`config.mk`:
```
export PLATFORM = sky130hd
export DESIGN_NAME = apb_to_axi_lite_bridge
export DESIGN_NICKNAME = d
export VERILOG_FILES = /design/src/rtl/apb_to_axi_lite_bridge.sv
export SDC_FILE = /design/constraint.sdc
export NUM_CORES = 1
export LEC_CHECK = 0
export ABC_AREA = 1
export CORE_MARGIN = 2
export CORE_UTILIZATION = 42
export DETAILED_ROUTE_END_ITERATION = 8
export GPL_TIMING_DRIVEN = 0
export PLACE_DENSITY = 0.8
export SLEW_MARGIN = 20
export SYNTH_ARGS = -nofsm -noshare
export SYNTH_HDL_FRONTEND = slang
export SYNTH_SLANG_ARGS = --single-unit
```
`constraint.sdc`:
```
create_clock -name clk_i -period 1.55 [get_ports clk_i]
set_input_delay 0.31 -clock clk_i [delete_from_list [all_inputs] [get_ports clk_i]]
set_output_delay 0.31 -clock clk_i [all_outputs]
set_load 0.1 [all_outputs]
```
`src/rtl/apb_to_axi_lite_bridge.sv`:
```
// APB4 completer to AXI4-Lite manager bridge, one transaction in flight.
// Latency: APB access at t0 -> AXI valid at t1 -> pready one cycle after the B/R handshake (t3 minimum).
// Backpressure: APB is held via pready; AXI valids stay up until their ready, B/R accepted only when expected.
module apb_to_axi_lite_bridge #(
    parameter int AddrWidth = 32,
    parameter int DataWidth = 32,
    parameter int StrbWidth = DataWidth / 8
) (
    input  logic                 clk_i,
    input  logic                 rst_ni,
    // APB4 completer
    input  logic                 psel_i,
    input  logic                 penable_i,
    input  logic                 pwrite_i,
    input  logic [AddrWidth-1:0] paddr_i,
    input  logic [2:0]           pprot_i,
    input  logic [DataWidth-1:0] pwdata_i,
    input  logic [StrbWidth-1:0] pstrb_i,
    output logic                 pready_o,
    output logic [DataWidth-1:0] prdata_o,
    output logic                 pslverr_o,
    // AXI4-Lite write address
    output logic [AddrWidth-1:0] aw_addr_o,
    output logic [2:0]           aw_prot_o,
    output logic                 aw_valid_o,
    input  logic                 aw_ready_i,
    // AXI4-Lite write data
    output logic [DataWidth-1:0] w_data_o,
    output logic [StrbWidth-1:0] w_strb_o,
    output logic                 w_valid_o,
    input  logic                 w_ready_i,
    // AXI4-Lite write response
    input  logic [1:0]           b_resp_i,
    input  logic                 b_valid_i,
    output logic                 b_ready_o,
    // AXI4-Lite read address
    output logic [AddrWidth-1:0] ar_addr_o,
    output logic [2:0]           ar_prot_o,
    output logic                 ar_valid_o,
    input  logic                 ar_ready_i,
    // AXI4-Lite read data
    input  logic [DataWidth-1:0] r_data_i,
    input  logic [1:0]           r_resp_i,
    input  logic                 r_valid_i,
    output logic                 r_ready_o
);

    if (!(DataWidth == 32 || DataWidth == 64)) begin : g_bad_data_width
        $error("apb_to_axi_lite_bridge: DataWidth must be 32 or 64");
    end

    typedef enum logic [2:0] {
        IDLE,
        WR_REQ,
        WR_RESP,
        RD_REQ,
        RD_RESP,
        DONE
    } state_t;

    state_t state;
    logic   aw_done;
    logic   w_done;
    logic   aw_hs;
    logic   w_hs;
    logic   ar_hs;

    assign aw_hs = aw_valid_o & aw_ready_i;
    assign w_hs  = w_valid_o & w_ready_i;
    assign ar_hs = ar_valid_o & ar_ready_i;

    // Only bit 1 of the AXI response matters: SLVERR and DECERR both map to pslverr.
    logic unused_resp_bits;
    assign unused_resp_bits = b_resp_i[0] ^ r_resp_i[0];

    always_ff @(posedge clk_i or negedge rst_ni) begin
        if (!rst_ni) begin
            state      <= IDLE;
            aw_done    <= 1'b0;
            w_done     <= 1'b0;
            pready_o   <= 1'b0;
            prdata_o   <= '0;
            pslverr_o  <= 1'b0;
            aw_addr_o  <= '0;
            aw_prot_o  <= '0;
            aw_valid_o <= 1'b0;
            w_data_o   <= '0;
            w_strb_o   <= '0;
            w_valid_o  <= 1'b0;
            b_ready_o  <= 1'b0;
            ar_addr_o  <= '0;
            ar_prot_o  <= '0;
            ar_valid_o <= 1'b0;
            r_ready_o  <= 1'b0;
        end else begin
            case (state)
                IDLE: begin
                    // Setup phase is ignored; only the access phase launches AXI traffic.
                    if (psel_i && penable_i) begin
                        if (pwrite_i) begin
                            aw_addr_o  <= paddr_i;
                            aw_prot_o  <= pprot_i;
                            w_data_o   <= pwdata_i;
                            w_strb_o   <= pstrb_i;
                            aw_valid_o <= 1'b1;
                            w_valid_o  <= 1'b1;
                            state      <= WR_REQ;
                        end else begin
                            ar_addr_o  <= paddr_i;
                            ar_prot_o  <= pprot_i;
                            ar_valid_o <= 1'b1;
                            state      <= RD_REQ;
                        end
                    end
                end
                WR_REQ: begin
                    if (aw_hs) begin
                        aw_valid_o <= 1'b0;
                        aw_done    <= 1'b1;
                    end
                    if (w_hs) begin
                        w_valid_o <= 1'b0;
                        w_done    <= 1'b1;
                    end
                    // Handshakes completing this cycle count alongside earlier ones.
                    if ((aw_done || aw_hs) && (w_done || w_hs)) begin
                        b_ready_o <= 1'b1;
                        state     <= WR_RESP;
                    end
                end
                WR_RESP: begin
                    if (b_valid_i && b_ready_o) begin
                        b_ready_o <= 1'b0;
                        pready_o  <= 1'b1;
                        prdata_o  <= '0;
                        pslverr_o <= b_resp_i[1];
                        state     <= DONE;
                    end
                end
                RD_REQ: begin
                    if (ar_hs) begin
                        ar_valid_o <= 1'b0;
                        r_ready_o  <= 1'b1;
                        state      <= RD_RESP;
                    end
                end
                RD_RESP: begin
                    if (r_valid_i && r_ready_o) begin
                        r_ready_o <= 1'b0;
                        pready_o  <= 1'b1;
                        prdata_o  <= r_data_i;
                        pslverr_o <= r_resp_i[1];
                        state     <= DONE;
                    end
                end
                DONE: begin
                    // Single-cycle completion; no new access is taken until back in IDLE.
                    pready_o  <= 1'b0;
                    prdata_o  <= '0;
                    pslverr_o <= 1'b0;
                    aw_done   <= 1'b0;
                    w_done    <= 1'b0;
                    state     <= IDLE;
                end
                default: begin
                    state <= IDLE;
                end
            endcase
        end
    end

endmodule

```
# After elaboration in Yosys (flattened, before gate mapping)
# Cells that the tools add are included.
# op_classes
eq_ne,14
reduce_logical,24
bitwise_logic,4
n_mux,36
# ops
cell,n
case mux 32 bit (3 select lines),1
two-way mux 32 bit,2
"!= test 2 bit, second input constant",9
two-way mux 1 bit,17
two-way mux 3 bit,5
case mux 3 bit (5 select lines),1
AND reduction 3 bit,5
case mux 1 bit (2 select lines),7
AND reduction 4 bit,3
nonzero test 2 bit,5
"equality test 3 x 2 -> 1 bit, second input constant",2
"equality test 3 bit, second input constant",2
case mux 1 bit (3 select lines),2
AND reduction 5 bit,1
logical AND 1 bit,4
AND reduction 2 bit,2
bitwise AND 1 bit,3
"equality test 3 x 1 -> 1 bit, second input constant",1
logical NOT 3 bit,1
nonzero test 3 bit,1
logical OR 1 bit,2
two-way mux 2 bit,1
NOT 1 bit,1
# word_totals
out_inout_bits,145
inputBits,117
word_cells,95
register_bits,150

# Depth between registers and ports, before layout
# Gate-level depths: netlist of the first run.
# depth
ltp_word,5
depth_mapped,9
mapped_depth_nobuf,8

# Least setup slack after synthesis of the first run
# Ideal clock, no wire load.
# synth_path
kind,register to register
startpoint,register b_ready_o
endpoint,register prdata_o[16]
arrival_time_ns,1.691
stages_incl_launch_ff,8
synth_period_minus_slack_ns,1.814
required_time_ns,1.428
setup_time_ns,0.122
path_buffers,2
slack_ns,-0.264
path_cell_list,dfrtp_1 -> nand2_1 -> nand3_2 -> nand3_2 -> buf_6 -> buf_6 -> nand2_2 -> o21ai_2
# synth_between
elab_chain_cells,3
# synth_lines
element,line_no,rtl
"start, declared",35,"output logic b_ready_o,"
"start signal, assigned",90,b_ready_o <= 1'b0;
"start signal, assigned",127,b_ready_o <= 1'b1;
"start signal, assigned",133,b_ready_o <= 1'b0;
logical AND 1 bit,132,if (b_valid_i && b_ready_o) begin
!= test 2 bit (no source line),--,
AND reduction 3 bit (no source line),--,
"end signal, assigned",151,prdata_o <= r_data_i;
"end, declared",20,"output logic [DataWidth-1:0] prdata_o,"
# No other way between the ends.
# A chain may end at the register's enable or synchronous reset.

# Final worst setup path of the first run
# layout_path
startpoint,register state[2]
endpoint,register ar_addr_o[18]
# layout_between
elab_chain_cells,2
# layout_lines
element,line_no,rtl
"start, declared",61,state_t state;
"start signal, assigned",78,state <= IDLE;
"start signal, assigned",107,state <= WR_REQ;
"start signal, assigned",112,state <= RD_REQ;
logical NOT 3 bit,96,case (state)
AND reduction 3 bit (no source line),--,
"end signal, assigned",109,ar_addr_o <= paddr_i;
"end, declared",37,"output logic [AddrWidth-1:0] ar_addr_o,"
# No other way between the ends.

==> key figures, run 1 <==
Synth
  – Post-synthesis compound-gate area fraction: 12.9%
  – Ys Warns: 0
  – Most frequent cell after synthesis: nand2_1
  – Largest family of logic cells by synthesized area: simple AND/OR/NAND/NOR gates
  – Simple-gate portion of the synthesized area: roughly 16%
  – Syn nets: approximately 760
  – Yosys cell types: 25
  – Asr flop ratio synth: between 90% and 100%
  – Area leader, netlist: dfrtp_1
  – Mapped Area: between 5000 and 6000 sq um
  – Share of the synthesized area in the top cell type: a little over three fifths
  – Post-synth EDFFs: 0
  – Syn Inst Count: 646
  – Top cells by count, synth: nand2_1, dfrtp_1, o21ai_1, inv_1, o21ai_0
  – Synth Register Bits: 150
  – Synth Area in Adders: 0%
  – Multiplexer share of the synthesized area: 0%
  – Xor/xnor cell area share of the yosys netlist: 0%
  – Register area share after synthesis: a little over three fifths
  – Syn Area/Cell: approximately 9 sq um
  – Main synth FF type: dfrtp_1
  – Top post-synthesis cells by area: dfrtp_1, nand2_1, o21ai_1, inv_1, o21ai_0

Route
  – Vias: between 5,000 and 6,000
  – First-pass detailed-route iteration total: 4
  – Initial DRC count: ~300
  – Routed wire length: about 17,000 um
  – Wire per inst: 15.4 um
  – Routed vias/inst: a little under 5
  – Residual DRC: 0
  – Antenna-violating nets left: 0

Layout
  – Nets: 1,059
  – Inserted Diodes: 0
  – Non-Filler Instances: between 1,000 and 1,500
  – Design area: 9320 sq um
  – Fill count: ~1,100
  – Layout cell share with drive strength beyond 1: about a third
  – Area growth syn-to-layout: 55.7%

Min path
  – Worst min-delay path category: primary input to register
  – Hold Startpoint: pwdata_i[11]
  – Worst-case hold path end point: w_data_o[11]
  – Hold path depth: 3

Setup path
  – Slowest Stage Delay on Critical Path: around 0.37 ns
  – CP startpoint kind: register
  – Critical Path End Type: register
  – Crit-path cells: buf_6 -> nor2_4 -> inv_2 -> nor2_4 -> nand4_4 -> buf_12 -> clkbuf_16 -> nand2_2 -> o21ai_1
  – WS Path Type: register to register
  – CP arrival: around 1.9 ns
  – Crit path required time: between 1.5 and 2 ns
  – Crit path max fanout: 7
  – Crit-path slowest cell: dfrtp_1
  – Worst r2r dst: ar_addr_o[18]
  – Reg2Reg Depth: 9
  – FF-to-FF Start: state[2]
  – Most used cell, CP: nor2_4
  – FF-to-FF setup slack: -0.02 ns

Floorplan
  – Die W: 123 um
  – Core Region: ~14,000 sq um
  – Die Ht: 123 um
  – Starting Density: a little over two fifths
  – Die Area: around 15,000 sq um
  – Num ports: roughly 260
  – Row count: 43

STA
  – Final hold viol count: 0
  – Post-route minimum period: 1.57 ns
  – Crit share post-route: 101%
  – Fmax: ~0.64 GHz
  – Final Worst Setup Slack: -0.0198 ns
  – Clock skew: roughly 0.0076 ns
  – Final setup fails: 9
  – RSZ-0062 raised after global routing: true
  – Relative slew slack: approximately three fifths
  – Worst slew pin tran: a little under 0.6 ns
  – Max-slew violations: 0

Placed design
  – DP Cell Count: around 1,100
  – PortBufs: 259
  – Placement Cell Area: between 8000 and 9000 sq um
  – Worst slack, placed: -0.475 ns
  – Final Wtd Congestion: roughly 0.86
  – Hpwl dp: about 12,000 um

Outcome
  – Status: complete, but fails checks
  – Failing checks: negative setup slack

Global routing
  – GRT overflow: 0
  – First-pass GRT wire length: ~27,000 um
  – Vias in the first global route: roughly 5,300
  – GRT Util Overall: a little under a quarter
  – Antenna violations before repair: 0
  – Largest net degree at the start of global routing: 77

CTS
  – CTS tree: done
  – Clk slew on worst S/H paths: about 0.06 ns
  – CTS Buffer Depth: 2
  – # clock sinks: 150
  – CTS buffer count: 17
  – Cell chosen for the clock root: clkbuf_16
  – H-tree depth: 4
  – Clk_lat worst skew: ~0.41 ns

Run
  – Max-cap violations: 0
## through the flow
| step | utilization [%] | TNS, ns | hold slack, ns |
|---|---|---|---|
| 3_3_place_gp | 63.5 | -962.09 | 0.465 |
| 3_5_place_dp | 63.7 | -75.12 | 0.327 |
| 2_1_floorplan | - | 0 | 0.0144 |
| 4_1_cts | 63.5 | -0.0158 | 0.418 |
| 6_report | 67.2 | -0.0979 | 0.433 |
| 5_1_grt | 67.2 | -2.32 | 0.449 |
## final cells by class
| class | instances | area (sq um) | share of cell area [%] |
|---|---|---|---|
| Clock buffer | 20 | 447 | 4.79 |
| Timing Repair Buffer | 276 | 2240 | 24.0 |
| Multi-Input combinational cell | 381 | 1920 | 20.6 |
| Clock inverter | 10 | 131 | 1.41 |
| Buffer | 34 | 290 | 3.11 |
| Tap cell | 180 | 225 | 2.42 |
| Sequential cell | 150 | 3760 | 40.3 |
| Inverter | 82 | 310 | 3.33 |
## routing by layer
metal  routed length [um]  part of all wire (%)  GRT usage, %  up-vias
li1                     -                     -             -     2618
met1                 6960                    40          27.8     2606
met2                 8760                    50          37.9      198
met3                 1290                   7.4          7.29       38
met4                  483                   2.8          9.59        0
met5                    0                     0             0        -
## critical path: cells and delay by family, from the launching register on
family,cells,cell delay (ns)
AO/OA/AOI/OAI,1,0.05
buffers and inverters,4,0.55
flip-flops,1,0.37
AND/OR/NAND/NOR,4,0.48
## flip-flops by register name (all words and copies together), names as in the netlist, 3 cells and up
signal and cells:
ar_prot_o 3, ar_addr_o 32, aw_addr_o 32, w_strb_o 4, aw_prot_o 3, state 3
prdata_o 32, w_data_o 32
## how the worst max path moves through the flow
| stage | start | endpoint | slack [ns] |
|---|---|---|---|
| after floorplan | r_ready_o | prdata_o[16] | 0.02 |
| after global placement | rst_ni | r_ready_o | -6.49 |
| after detailed placement | pwrite_i | aw_addr_o[15] | -0.48 |
| after CTS | state[0] | aw_addr_o[0] | -0.006 |
| after global routing | state[2] | ar_addr_o[2] | -0.09 |
| final | state[2] | ar_addr_o[18] | -0.02 |
## logic make-up after synthesis
group / after synthesis
AOI/OAI and AO/OA: 147
buffers and inverters: 116
DFF: 150
and+or+nand+nor: 233
## cells in the final DEF, fill, tap and decap left out, drive strengths merged, types with 2 or more instances in the layout
cell,n
nand2,210
nor2,10
clkbuf,89
a21oi,2
bufinv,3
nand4,3
buf,127
o21ai,144
dfrtp,150
clkinv,6
inv,82
nand3,9
clkdlybuf4s50,113
## timing repair
action,4_1_cts,5_1_grt
gates resized for setup,755,159
buffers inserted,2,9
hold buffers,1,0
pin swaps,1,3
setup endpoints to repair,262,186
hold endpoints to repair,75,0
gates cloned,1,4
Power of run 1 is left out: the tool's default activity adds up to more than one toggle a clock period on the data nets, which glitch-free logic cannot reach.
==> inputs of run 2 (changes only) <==
--- a/config.mk
+++ b/config.mk
@@ -10,6 +10,7 @@
 export CORE_UTILIZATION = 42
 export DETAILED_ROUTE_END_ITERATION = 8
 export GPL_TIMING_DRIVEN = 0
+export HOLD_SLACK_MARGIN = 0.05
 export PLACE_DENSITY = 0.8
 export SLEW_MARGIN = 20
 export SYNTH_ARGS = -nofsm -noshare
==> results of run 2 <==
No change in the layout: final DEF, timing and power equal those of run 1.
Power of run 2 is left out for the same reason.
==> inputs of run 3 (changes only) <==
--- a/config.mk
+++ b/config.mk
@@ -6,6 +6,7 @@
 export NUM_CORES = 1
 export LEC_CHECK = 0
 export ABC_AREA = 1
+export CAP_MARGIN = 20
 export CORE_MARGIN = 2
 export CORE_UTILIZATION = 42
 export DETAILED_ROUTE_END_ITERATION = 8
==> results of run 3 <==
No change in the layout: final DEF, timing and power equal those of run 1.
Power of run 3 is left out for the same reason.
